### src/rtl/serial_pkg.sv
// Shared types and defaults for the serializer slice (queue -> serial link).
package serial_pkg;

  typedef enum logic [1:0] {
    IDLE,
    SHIFT,
    GAP
  } serial_state_t;

  localparam int unsigned DATA_WIDTH_DEF = 8;
  localparam int unsigned LEN_WIDTH_DEF  = 8;

endpackage

### src/rtl/serial_shift_reg.sv
// Load/shift register with bit counter; presents the current serial bit.
// SERIALIZADOR_PARITY_EN appends an even-parity bit after the data bits.
module serial_shift_reg
  import serial_pkg::*;
#(
  parameter int unsigned DATA_WIDTH = DATA_WIDTH_DEF,
  parameter int unsigned MSB_FIRST  = 1
) (
  input  logic                  clk_10KHz,
  input  logic                  reset,
  input  logic                  load,
  input  logic                  shift,
  input  logic [DATA_WIDTH-1:0] data_in,
  output logic                  bit_out,
  output logic                  last_bit
);

`ifdef SERIALIZADOR_PARITY_EN
  localparam int unsigned NBITS = DATA_WIDTH + 1;
`else
  localparam int unsigned NBITS = DATA_WIDTH;
`endif
  localparam int unsigned       CNT_W    = $clog2(NBITS + 1);
  localparam logic [CNT_W-1:0]  LAST_IDX = CNT_W'(NBITS - 1);

  logic [DATA_WIDTH-1:0] shreg;
  logic [CNT_W-1:0]      bit_cnt;
  logic                  data_bit;

  always_ff @(posedge clk_10KHz or posedge reset) begin
    if (reset) begin
      shreg   <= '0;
      bit_cnt <= '0;
    end else if (load) begin
      shreg   <= data_in;
      bit_cnt <= '0;
    end else if (shift) begin
      shreg   <= (MSB_FIRST != 0) ? (shreg << 1) : (shreg >> 1);
      bit_cnt <= bit_cnt + CNT_W'(1);
    end
  end

  assign data_bit = (MSB_FIRST != 0) ? shreg[DATA_WIDTH-1] : shreg[0];
  assign last_bit = (bit_cnt == LAST_IDX);

`ifdef SERIALIZADOR_PARITY_EN
  logic parity;

  // Parity is captured at load because the data bits are shifted away.
  always_ff @(posedge clk_10KHz or posedge reset) begin
    if (reset)     parity <= 1'b0;
    else if (load) parity <= ^data_in;
  end

  assign bit_out = last_bit ? parity : data_bit;
`else
  assign bit_out = data_bit;
`endif

endmodule

### src/rtl/serializador.sv
// Pulls bytes from the fila queue and shifts them out on a bit valid/ready link.
// Optional parity bit: define SERIALIZADOR_PARITY_EN.
module serializador
  import serial_pkg::*;
#(
  parameter int unsigned DATA_WIDTH = DATA_WIDTH_DEF,
  parameter int unsigned LEN_WIDTH  = LEN_WIDTH_DEF,
  parameter int unsigned MSB_FIRST  = 1
) (
  input  logic                  clk_10KHz,
  input  logic                  reset,
  input  logic                  en_in,
  input  logic [LEN_WIDTH-1:0]  len_in,
  input  logic [DATA_WIDTH-1:0] data_in,
  output logic                  dequeue_out,
  input  logic                  ready_in,
  output logic                  serial_out,
  output logic                  valid_out,
  output logic                  busy_out,
  output logic                  done_out,
  output logic [7:0]            count_out
);

  serial_state_t state_q, state_d;
  logic          start, consume;
  logic          dequeue_d, done_d;
  logic          cur_bit, last_bit;

  assign start   = en_in && (len_in != '0);
  assign consume = (state_q == SHIFT) && ready_in;

  serial_shift_reg #(
    .DATA_WIDTH (DATA_WIDTH),
    .MSB_FIRST  (MSB_FIRST)
  ) u_shift (
    .clk_10KHz (clk_10KHz),
    .reset     (reset),
    .load      (dequeue_d),
    .shift     (consume),
    .data_in   (data_in),
    .bit_out   (cur_bit),
    .last_bit  (last_bit)
  );

  always_ff @(posedge clk_10KHz or posedge reset) begin
    if (reset) begin
      state_q     <= IDLE;
      dequeue_out <= 1'b0;
      done_out    <= 1'b0;
      count_out   <= '0;
    end else begin
      state_q     <= state_d;
      dequeue_out <= dequeue_d;
      done_out    <= done_d;
      if (done_d) count_out <= count_out + 8'd1;
    end
  end

  always_comb begin
    state_d = state_q;
    unique case (state_q)
      IDLE:    if (start) state_d = SHIFT;
      SHIFT:   if (consume && last_bit) state_d = GAP;
      GAP:     state_d = IDLE;
      default: state_d = IDLE;
    endcase
  end

  // Pulses are computed here and registered, so they appear the cycle after the edge.
  always_comb begin
    valid_out  = (state_q == SHIFT);
    busy_out   = (state_q == SHIFT);
    serial_out = valid_out && cur_bit;
    dequeue_d  = (state_q == IDLE) && start;
    done_d     = consume && last_bit;
  end

endmodule

### config.mk
export PLATFORM = sky130hd
export DESIGN_NAME = serializador
export DESIGN_NICKNAME = d
export VERILOG_FILES = /design/src/rtl/serial_pkg.sv /design/src/rtl/serial_shift_reg.sv /design/src/rtl/serializador.sv
export SDC_FILE = /design/constraint.sdc
export NUM_CORES = 1
export LEC_CHECK = 0
export ABC_CLOCK_PERIOD_IN_PS = 2100
export CAP_MARGIN = 20
export CELL_PAD_IN_SITES_DETAIL_PLACEMENT = 1
export CELL_PAD_IN_SITES_GLOBAL_PLACEMENT = 2
export CORE_MARGIN = 2
export CORE_UTILIZATION = 29
export CTS_CLUSTER_DIAMETER = 80
export DETAILED_ROUTE_END_ITERATION = 6
export PLACE_DENSITY = 0.82
export REMOVE_ABC_BUFFERS = 1
export SYNTH_ARGS = -nofsm -noshare
export SYNTH_HDL_FRONTEND = slang
export SYNTH_SLANG_ARGS = --single-unit
### constraint.sdc
create_clock -name clk_10KHz -period 2.1 [get_ports clk_10KHz]
set_clock_uncertainty 0.15 [all_clocks]
set_input_delay 0.63 -clock clk_10KHz [delete_from_list [all_inputs] [get_ports clk_10KHz]]
set_output_delay 0.63 -clock clk_10KHz [all_outputs]
set_load 0.005 [all_outputs]
==> results.toml <==
[clocking]
numCtsBuffers = 3
clk_pin_slew_ns = 0.08
clk_path_buf_depth = 2
cts.sinks = 24
cts_tree = "done"
h-tree-depth = 1
clk_latency_ns = 0.27
ctsRootBufferMaster = "clkbuf_8"

[sta]
slew_headroom_pct = 76.24
fin_setup_tns_ns = 0
period_share_pct = 98.27
hold_viol_final = 0
worst_pin_slew_ns = 0.3531
slew_viol_final = 0
post-route-min-period_ns = 2.064
hold_slack_ns = 0.3237
fmax_mhz = 484.6
finalSetupViolations = 0

[routing]
wl_per_cell_um = 13.60
first_pass_iters = 4
ant_nets = 0
viasPerCell = 4.710
postRouteWirelength_um = 2625
drc_errors = 0
num_vias = 909
drtIter0Drc = 15

[setup_path]
r2r-end = "u_shift.shreg[3]$_DFFE_PP0P_"
reg2regPathDepth = 5
critPathLaunchType = "input port"
cp_max_fo = 5
worstPathArrival_ns = 2.07
endpoint_kind = "flop"
crit_required_ns = 2.11
worstSetupPathType = "in -> reg"
reg2reg_slack_ns = 0.40
r2r_start = "state_q[0]$_DFFE_PP0P_"

[synthesis]
ys_seq_area_share_pct = 53.27
ys.flop_type = "dfrtp_1"
synth.largest_area_cell = "dfrtp_1"
yosysTopAreaCellShare_pct = 53.27
syn_inst = 96
syn_area_um2 = 1127
synth_area_leaders = "dfrtp_1 53%, mux2_2 11%, xor2_1 7.0%, ha_1 2.2%, inv_1 2.0%"
yosysWarnings = 0
synth.avg_cell_area_um2 = 11.74
synth_edf_count = 0
ys_seq_elements = 24
async_flop_share_pct = 100.0
synthDistinctLibCells = 27

[worst_hold_path]
hold_end = "count_out[7]$_DFFE_PP0P_"
min_path_type = "reg -> reg"
hp-start = "count_out[7]$_DFFE_PP0P_"
hold_depth = 1

[grt]
antenna_found_initial = 0
grt_pass1_wl_um = 4243
grt_usage_pct = 12.51
grt_overflow = 0
grt_pass1_vias = 923
grt_max_degree = 25

[final_layout]
area_growth_pct = 50.06
drive_gt1_share_pct = 25.52
nFillCells = 414
n_antenna_cell = 0
fin_nets = 168

[die]
start_util_pct = 30.56
design.core.area_um2 = 3689
fp.dieArea_um2 = 4402
rows = 22
boundaryPins = 33
fp.dieH_um = 66.35
die_w_um = 66.35

[power_and_ir_drop]
power_density_nw_per_um2 = 969.8
vdd_ir_drop_max_v = 0.0004472
p_leak_nw = 0.8194
power.total_mw = 1.640

[placement]
routabilityCongestion = 0.7236
place_hpwl_um = 1948
numPortBuffers = 32

[outcome]
outcome = "finished, final reports clean"

[flow_run]
maxCapViolCount = 0
Yosys cell counts (all sizes together) (2+ instances only):
master    n
nor3      3
mux2     11
nand2b    2
o2111ai   2
nand2     5
xor2      9
nor2      6
inv       7
o221ai    2
nand3     4
nor4      3
dfrtp    24
ha        2
or4       2
mux2i     2
clkbuf    2
o21ai     2
layout by cell type, fill, tap and decap left out, types with 4 or more instances in the layout:
cell type and n:
nand3_1 4, xor2_1 9, clkbuf_8 4, mux2_2 7, dfrtp_1 24, nor2_1 6
dlygate4sd2_1 8, mux2_4 4, inv_1 5, nand2_1 5, buf_4 15, clkdlybuf4s50_1 21
power breakdown:
group / switching, mW / internal [mW] / leakage [nW]
clock: 0.148 / 0.167 / 0.0288
combinational: 0.251 / 0.378 / 0.478
sequential: 0.0973 / 0.599 / 0.313
critical path, cell delays in order:
cell and delay, ns:
dlygate4sd2_1 0.22, or4_4 0.53, o211ai_4 0.24, buf_12 0.16, mux2_4 0.29
repair_timing:
| action | in CTS | in global routing |
|---|---|---|
| setup buffers | 3 | 3 |
| gates resized for setup | 16 | 4 |
| hold buffers | 0 | 0 |
| endpoints found under the setup margin | 16 | 6 |
| pin swaps | 3 | 3 |
per-layer routing:
metal	global-route usage (%)	routed length, um
met2	20.88	1335
met3	1.193	56
met5	0	0
met1	17.04	1200
met4	3.827	33
cells by family after synthesis:
family                     share of synthesized area, %
xor gates and xnor gates                          6.993
and+or+nand+nor                                   14.65
adders and majority gates                         2.219
DFF                                               53.27
buffers and inverters                             3.773
AOI/OAI and AO/OA                                 6.326
muxes                                             12.76
through the flow:
step | cell area [um2] | util [%] | setup slack, ns | instances
after floorplan | 1111 | - | -0.01107 | 93
after global placement | 1567 | 42.47 | -0.4516 | 183
after detailed placement | 1567 | 42.47 | -0.4735 | 183
after CTS | 1658 | 44.95 | 0.01060 | 190
after global routing | 1692 | 45.86 | -0.008594 | 193
final | 1692 | 45.86 | 0.03635 | 193
layout make-up:
class,instances,area (um2),area share (%)
clock buffer,4,55.05,3.254
sequential,24,600.6,35.50
timing repair buffer,48,442.9,26.18
inverter,7,26.28,1.553
multi-input combinational,62,506.7,29.96
tap,48,60.06,3.550
how the worst max path moves through the flow:
stage | start | endpoint | slack, ns | cells past startpoint
global placement | len_in[5] | u_shift.shreg[5]$_DFFE_PP0P_ | -0.45 | 4
detailed placement | len_in[5] | u_shift.shreg[3]$_DFFE_PP0P_ | -0.47 | 4
global route | len_in[0] | u_shift.shreg[3]$_DFFE_PP0P_ | -0.009 | 5
finish | len_in[0] | u_shift.shreg[2]$_DFFE_PP0P_ | 0.04 | 5
CTS | len_in[2] | u_shift.shreg[3]$_DFFE_PP0P_ | 0.01 | 5
floorplan | len_in[5] | u_shift.shreg[1]$_DFFE_PP0P_ | -0.01 | 3
sequential cells by signal (all words and copies together) (netlist names):
| name | cells |
|---|---|
| count_out | 8 |
| dequeue_out | 1 |
| done_out | 1 |
| state_q | 2 |
| u_shift.bit_cnt | 4 |
| u_shift.shreg | 8 |
(Power assumes the default switching activity.)
